File: src/rtl/ttc_rx_pkg.sv
// Shared definitions for the TTC serial frame receive path: default frame width,
// bit-order selectors and the receiver state encoding.
package ttc_rx_pkg;

   localparam int FRAME_W_DEFAULT = 56;

   localparam bit BIT_MSB_FIRST = 1'b1;
   localparam bit BIT_LSB_FIRST = 1'b0;

   typedef enum logic {
      IDLE  = 1'b0,
      SHIFT = 1'b1
   } rx_state_e;

endpackage

File: src/rtl/frame_hold_reg.sv
// Single-entry valid/ready holding buffer. A load request that finds the buffer
// occupied and not being drained is dropped and flagged with a one-cycle overflow pulse.
module frame_hold_reg
   import ttc_rx_pkg::*;
#(
   parameter int WIDTH = FRAME_W_DEFAULT + 1
) (
   input  logic             clk_i,
   input  logic             rst_i,
   input  logic             loadReq_i,
   input  logic [WIDTH-1:0] data_i,
   input  logic             ready_i,
   output logic [WIDTH-1:0] data_o,
   output logic             valid_o,
   output logic             overflow_o
);

   logic [WIDTH-1:0] data_q, data_d;
   logic             valid_q, valid_d;
   logic             overflow_q, overflow_d;
   logic             load;

   // A drain and a new load in the same cycle keeps valid high with the new contents.
   always_comb begin
      load       = loadReq_i & (~valid_q | ready_i);
      data_d     = data_q;
      valid_d    = valid_q & ~ready_i;
      overflow_d = loadReq_i & valid_q & ~ready_i;
      if (load) begin
         data_d  = data_i;
         valid_d = 1'b1;
      end
   end

   always_ff @(posedge clk_i or posedge rst_i) begin
      if (rst_i) begin
         data_q     <= '0;
         valid_q    <= 1'b0;
         overflow_q <= 1'b0;
      end else begin
         data_q     <= data_d;
         valid_q    <= valid_d;
         overflow_q <= overflow_d;
      end
   end

   assign data_o     = data_q;
   assign valid_o    = valid_q;
   assign overflow_o = overflow_q;

endmodule

File: src/rtl/serial_frame_rx.sv
// Gated serial-to-parallel frame receiver with selectable bit order, per-frame block
// error tagging, abort detection and a valid/ready holding register on the output.
module serial_frame_rx
   import ttc_rx_pkg::*;
#(
   parameter int FRAME_W   = FRAME_W_DEFAULT,
   parameter bit MSB_FIRST = BIT_MSB_FIRST,
   parameter int CNT_W     = 8
) (
   input  logic               ClkI,
   input  logic               RstI,
   input  logic               DataI,
   input  logic               EnI,
   input  logic               BlockErrI,
   output logic [FRAME_W-1:0] FrameO,
   output logic               FrameErrO,
   output logic               FrameValidO,
   input  logic               FrameReadyI,
   output logic               AbortO,
   output logic               OverflowO,
   output logic [CNT_W-1:0]   BitCntO
);

   localparam logic [CNT_W-1:0] LAST_IDX = CNT_W'(FRAME_W - 1);

   rx_state_e          state_q, state_d;
   logic [CNT_W-1:0]   cnt_q, cnt_d;
   logic [FRAME_W-1:0] shift_q, shift_d;
   logic               errAcc_q, errAcc_d;

   logic [CNT_W-1:0]   bitIdx;
   logic [FRAME_W-1:0] frameNext;
   logic               lastBit;
   logic               complete;
   logic               abort;
   logic [FRAME_W:0]   holdIn;
   logic [FRAME_W:0]   holdOut;

   // Merge the current serial bit into its slot so a completing frame includes it.
   always_comb begin
      bitIdx    = MSB_FIRST ? (LAST_IDX - cnt_q) : cnt_q;
      frameNext = shift_q;
      for (int i = 0; i < FRAME_W; i++) begin
         if (CNT_W'(i) == bitIdx) begin
            frameNext[i] = DataI;
         end
      end
      lastBit = (cnt_q == LAST_IDX);
      holdIn  = {errAcc_q | BlockErrI, frameNext};
   end

   always_comb begin
      state_d  = state_q;
      cnt_d    = cnt_q;
      shift_d  = shift_q;
      errAcc_d = errAcc_q;
      complete = 1'b0;
      abort    = 1'b0;
      case (state_q)
         IDLE, SHIFT: begin
            if (EnI) begin
               state_d = SHIFT;
               if (lastBit) begin
                  complete = 1'b1;
                  cnt_d    = '0;
                  shift_d  = '0;
                  errAcc_d = 1'b0;
               end else begin
                  cnt_d    = cnt_q + CNT_W'(1);
                  shift_d  = frameNext;
                  errAcc_d = errAcc_q | BlockErrI;
               end
            end else begin
               // Gate dropped: a partially collected frame is thrown away.
               state_d  = IDLE;
               cnt_d    = '0;
               shift_d  = '0;
               errAcc_d = 1'b0;
               abort    = (state_q == SHIFT) && (cnt_q != '0);
            end
         end
         default: begin
            state_d  = IDLE;
            cnt_d    = '0;
            shift_d  = '0;
            errAcc_d = 1'b0;
         end
      endcase
   end

   always_ff @(posedge ClkI or posedge RstI) begin
      if (RstI) begin
         state_q  <= IDLE;
         cnt_q    <= '0;
         shift_q  <= '0;
         errAcc_q <= 1'b0;
      end else begin
         state_q  <= state_d;
         cnt_q    <= cnt_d;
         shift_q  <= shift_d;
         errAcc_q <= errAcc_d;
      end
   end

   frame_hold_reg #(
      .WIDTH(FRAME_W + 1)
   ) uHold (
      .clk_i     (ClkI),
      .rst_i     (RstI),
      .loadReq_i (complete),
      .data_i    (holdIn),
      .ready_i   (FrameReadyI),
      .data_o    (holdOut),
      .valid_o   (FrameValidO),
      .overflow_o(OverflowO)
   );

   assign FrameO    = holdOut[FRAME_W-1:0];
   assign FrameErrO = holdOut[FRAME_W];
   assign AbortO    = abort;
   assign BitCntO   = cnt_q;

endmodule

File: config.mk
export PLATFORM = sky130hd
export DESIGN_NAME = serial_frame_rx
export DESIGN_NICKNAME = d
export VERILOG_FILES = /design/src/rtl/ttc_rx_pkg.sv /design/src/rtl/frame_hold_reg.sv /design/src/rtl/serial_frame_rx.sv
export SDC_FILE = /design/constraint.sdc
export NUM_CORES = 1
export LEC_CHECK = 0
export CAP_MARGIN = 10
export CORE_MARGIN = 4
export CORE_UTILIZATION = 40
export CTS_CLUSTER_SIZE = 20
export DETAILED_ROUTE_END_ITERATION = 8
export HOLD_SLACK_MARGIN = 0.03
export PLACE_DENSITY_LB_ADDON = 0.25
export SLEW_MARGIN = 5
export SYNTH_ARGS = -nofsm -noshare
export SYNTH_HDL_FRONTEND = slang
export SYNTH_HIERARCHICAL = 1
export SYNTH_SLANG_ARGS = --single-unit
File: constraint.sdc
create_clock -name ClkI -period 7.4 [get_ports ClkI]
set_clock_uncertainty 0.1 [all_clocks]
set_input_delay 0.74 -clock ClkI [delete_from_list [all_inputs] [get_ports ClkI]]
set_output_delay 0.74 -clock ClkI [all_outputs]
set_load 0.05 [all_outputs]
Word-level counts from Yosys, hierarchy flattened
Cells that the tools add are included.
- input port bits: 6
- output and inout bits: 68
- latch bits: 0
- memory bits (read-only): 0
- memories: 0
- flip-flop bits (word level): 125
- word-level logic and storage cells: 143
- RAM bits: 0
- divide/modulo/power cells: 0
- multipliers: 0
- shift operators: 0
- reduce and logical (&&, ||, !) cells: 3
- add/subtract/negate cells: 2
- order comparisons: 0
- bitwise operators: 8
- multiplexer cells: 67
- equal/unequal tests: 56
- operators with widths (kind ; number):
    $eq A6 B8 Y1 const A ; 24
    $eq A5 B8 Y1 const A ; 16
    $mux W56 ; 2
    $eq A4 B8 Y1 const A ; 8
    $mux W1 ; 63
    $eq A3 B8 Y1 const A ; 4
    $eq A2 B8 Y1 const A ; 2
    $mux W8 ; 2
    $add A8 B1 Y8 const B ; 1
    $eq A1 B8 Y1 const A ; 1
    $eq A8 B6 Y1 const B ; 1
    $logic_not A8 Y1 ; 1
    $reduce_bool A8 Y1 ; 1
    $sub A6 B8 Y8 const A ; 1
    $and A1 B1 Y1 ; 4
    $not A1 Y1 ; 2
    $or A1 B1 Y1 ; 2
    $logic_and A1 B1 Y1 ; 1

Logic depth before layout (Yosys ltp)
- depth after elaboration: 5
- depth in mapped cells: 11
- gate-level depth less buffers: 7

Cells and area by module
The synthesis kept the hierarchy.
- by module, submodules not included (module ; times used ; area an instance (um^2) ; cells each ; sequential area each (um^2)):
    serial_frame_rx ; 1 ; 4495.6 ; 458 ; 1651.6
    frame_hold_reg ; 1 ; 2321.0 ; 128 ; 1476.4

Worst setup path after synthesis
No wires, ideal clock.
- kind: register to register
- from: register cnt_q[3] (netlist: BitCntO[3])
- to: register uHold.data_q[32] (netlist: uHold/data_o[32])
- data arrival time: 3059 ps
- library setup time: 125 ps
- data required time: 7175 ps
- stages on the path, launching flop included: 12
- slack: 4116 ps
- clock period less this slack: 3284 ps
- path buffers: 4
- cell sequence: dfrtp_1 > buf_2 > buf_2 > inv_1 > ha_1 > buf_2 > nand4b_1 > clkbuf_1 > nor2_1 > a21oi_1 > mux2_4 > mux2_4
- elaborated cells on any way between the ends: 7
- those cells by class: add/sub (1); eq/ne (2); mux (3); bitwise (1)
- RTL lines (element ; RTL line ; RTL):
    from (decl) ; serial_frame_rx.sv:27 ; logic [CNT_W-1:0] cnt_q, cnt_d;
    from (signal assigned) ; serial_frame_rx.sv:99 ; cnt_q <= cnt_d;
    $sub A6 B8 Y8 ; serial_frame_rx.sv:41 ; bitIdx = MSB_FIRST ? (LAST_IDX - cnt_q) : cnt_q;
    $eq A6 B8 Y1 ; serial_frame_rx.sv:44 ; if (CNT_W'(i) == bitIdx) begin
    $mux W1 ; serial_frame_rx.sv:44 ;
    named net frameNext[32] ; serial_frame_rx.sv:32 ; logic [FRAME_W-1:0] frameNext;
    to (signal assigned) ; frame_hold_reg.sv:41 ; data_q <= data_d;
    to (decl) ; frame_hold_reg.sv:18 ; logic [WIDTH-1:0] data_q, data_d;
The timed path passes the listed nets, and every way through them passes these cells.
A chain may end at the register's enable or synchronous reset.

Worst setup path after layout
- from: register cnt_q[3] (netlist: BitCntO[3])
- to: register uHold.data_q[29] (netlist: uHold/data_o[29])
- elaborated cells on any way between the ends: 7
- those cells by class: add/sub (1); eq/ne (2); mux (3); bitwise (1)
- RTL lines (element ; RTL line):
    $sub A6 B8 Y8 ; serial_frame_rx.sv:41
    $eq A5 B8 Y1 ; serial_frame_rx.sv:44
    $mux W1 ; serial_frame_rx.sv:44
    named net frameNext[29] ; serial_frame_rx.sv:32
The timed path passes the listed nets, and every way through them passes these cells.

==> out/results.tsv <==
metric	value	unit
post-CTS resize count	0	
TNS Setup	0	ns
antenna cells	0	
total congestion overflow	0	
site row count	47	
layout cells sized above 1	0.216	
Initial Util	0.410	
RSZ-0062 raised after global routing	false	
Yosys warning count	6	
VDD IR max	0.159	mV
Critical Path Max Stage Delay	1.01	ns
clock sinks	125	
DRC	0	
register area share after synthesis	0.459	
clock tree buffer depth	2	
Worst path slowest cell	ha_1	
Worst EP required	7.61	ns
max_cap viols	0	
Critical Path Sink Type	register	
commonest non-fill, non-tap cells in the layout	dfrtp_1 (125), clkdlybuf4s50_1 (73), nand2_1 (62), mux2i_1 (56), mux2_4 (40)	
Routed WL	15900	um
worst min path class	register to register	
H-tree Lvls	4	
Critical Path AT	4.00	ns
post-route minimum period	3.79	ns
synthesized area	6820	um2
Final Wtd Congestion	0.867	
vias in the first global route	4792	
Yosys cell types	44	
syn avg cell area	11.6	um2
Worst path top cell family by delay	adder cells	
Worst Setup SP	BitCntO[3]	
most common cell after layout, fill and taps aside	dfrtp_1	
Max Transition Viols Final	0	
DR vias	4508	
CP Buf/Inv Count	1	
fin nets	649	
Chip Width	139	um
startpoint type of the worst setup path	register	
Tightest Pin Transition	1.04	ns
initial antenna violation count	0	
Slew headroom	0.304	
final hold vios	0	
first-pass GRT wire length	26300	um
port bufs	73	
post-synth net total	599	
core area	16600	um2
TritonCTS Buffers	17	
placed instance count	837	
CP max FO	30	
post-CTS setup repair buffer count	0	
WL per Instance	18.3	um
largest net degree at the start of global routing	67	
# setup viols final	0	
CTS clk-pin slew, worst paths	0.06	ns
quantity of hold-fixing buffers added after cts	0	
Iter 0 DRT Violations	247	
HPWL after DPL	10200	um
TritonRoute pass-1 iters	4	
Crit Path Class	register to register	
Clock Root Buffer	clkbuf_16	
die area	19200	um2
Area Growth Syn to Fin	19.1	%
Synth Instances	586	
CTS tree	built	
Critical R2R Launch	BitCntO[3]	
status	complete, no violations	
leakage power	4.23	nW
crit share post-route	0.513	
IO Count	74	
Vias/cell	5.19	
crit-path cells	inv_1 -> ha_1 -> nand3b_1 -> a21oi_2 -> o21bai_1 -> mux2_1 -> mux2_4	
Power Density	202	nW/um2
hold_sp	uHold/data_o[51]	
Achievable Freq	264	MHz
Antenna Violating Nets Remaining	0	
clock latency on the worst-skew pair	0.42	ns
GRT Resource Usage Total	0.172	
Non-Filler Instances	868	
die height	139	um
Yosys reg bits	125	
-- where the power goes --
group          internal [mW]  leakage, nW  switching, mW
registers              0.704         1.68         0.0143
clock network          0.447        0.262          0.293
logic                 0.0621         2.29          0.121
total                   1.21         4.23          0.429
-- metrics by stage --
stage / hold WS, ns / util / instance area [um2] / setup slack (ns) / power [mW]
2_1_floorplan: 0.400 / - / 6820 / 4.12 / 0.853
3_3_place_gp: 0.388 / 0.457 / 7600 / 3.78 / 0.913
3_5_place_dp: 0.394 / 0.457 / 7600 / 3.65 / 0.915
4_1_cts: 0.408 / 0.488 / 8120 / 3.64 / 1.66
5_1_grt: 0.426 / 0.488 / 8120 / 3.20 / 1.71
6_report: 0.401 / 0.488 / 8120 / 3.61 / 1.64
-- cell families (layout without fill, tap and decap cells) --
group / Yosys count / in the layout / share of synthesized area
flip-flops: 125 / 125 / 0.459
AO/OA/AOI/OAI: 65 / 65 / 0.0635
multiplexers: 169 / 169 / 0.291
buffers and inverters: 55 / 117 / 0.0431
adder cells (fa/ha/maj): 7 / 7 / 0.0128
AND/OR/NAND/NOR: 160 / 160 / 0.124
XOR/XNOR: 5 / 5 / 0.00643
-- synth_stat cells (all sizes together) --
cell | instances | area share
nor3 | 18 | 0.022
nand4 | 4 | 0.0037
mux2i | 56 | 0.082
and2 | 2 | 0.0018
inv | 7 | 0.0039
a211o | 1 | 0.0013
or4 | 1 | 0.0017
o21bai | 30 | 0.033
o311a | 1 | 0.0015
nand3 | 4 | 0.0029
nand2b | 3 | 0.0039
nand3b | 9 | 0.0099
buf | 28 | 0.028
a21boi | 1 | 0.0017
a21oi | 29 | 0.023
and3 | 1 | 0.00092
and3b | 1 | 0.0013
or3 | 2 | 0.0026
dfrtp | 125 | 0.46
or3b | 5 | 0.0064
nand2 | 63 | 0.035
ha | 7 | 0.013
o31ai | 1 | 0.0011
nand4b | 1 | 0.0013
nor4 | 9 | 0.0083
xnor2 | 2 | 0.0026
o31a | 1 | 0.0013
o21ai | 1 | 0.00073
or2 | 1 | 0.00092
xor2 | 3 | 0.0039
mux2 | 113 | 0.21
clkbuf | 20 | 0.011
nor2 | 36 | 0.022
-- area by class of cell --
type | instances | area [um2]
fillers | 1488 | 8520
multi-input cells | 406 | 3400
flip-flops and latches | 125 | 3130
repair buffers | 79 | 776
clock buffers | 23 | 478
well taps | 220 | 275
clock inverters | 8 | 42.5
inverters | 7 | 26.3
-- state kept, by name, indices dropped and copies added, names as in the netlist --
register	count
state_q	1
BitCntO	8
shift_q	56
uHold/valid_o	1
uHold/data_o	57
errAcc_q	1
uHold/overflow_o	1
-- per-layer routing --
layer | vias up | part of all wire | routed length [um] | global-route usage
met5 | - | 0 | 0 | 0
met4 | 0 | 0.023 | 369 | 0.0671
met3 | 23 | 0.044 | 703 | 0.0476
met2 | 116 | 0.45 | 7060 | 0.253
met1 | 2213 | 0.49 | 7730 | 0.242
li1 | 2156 | - | - | -
-- path summary, 6_finish.rpt --
path	cells past startpoint	slack, ns	end
worst max-delay path	7	3.61	uHold/data_o[29]
worst min register to register	1	0.40	uHold/data_o[51]
max in group asynchronous	3	5.76	shift_q[15]
worst min-delay path	1	0.40	uHold/data_o[51]
min in group asynchronous	3	0.80	uHold/data_o[53]
worst max register to register	7	3.61	uHold/data_o[29]
-- worst register-to-register path, stage by stage (launching register included) --
cell	delay [ns]
dfrtp_1	0.77
inv_1	0.11
ha_1	1.01
nand3b_1	0.23
a21oi_2	0.56
o21bai_1	0.27
mux2_1	0.36
mux2_4	0.27
No activity file was read; power rests on OpenSTA's default activity.
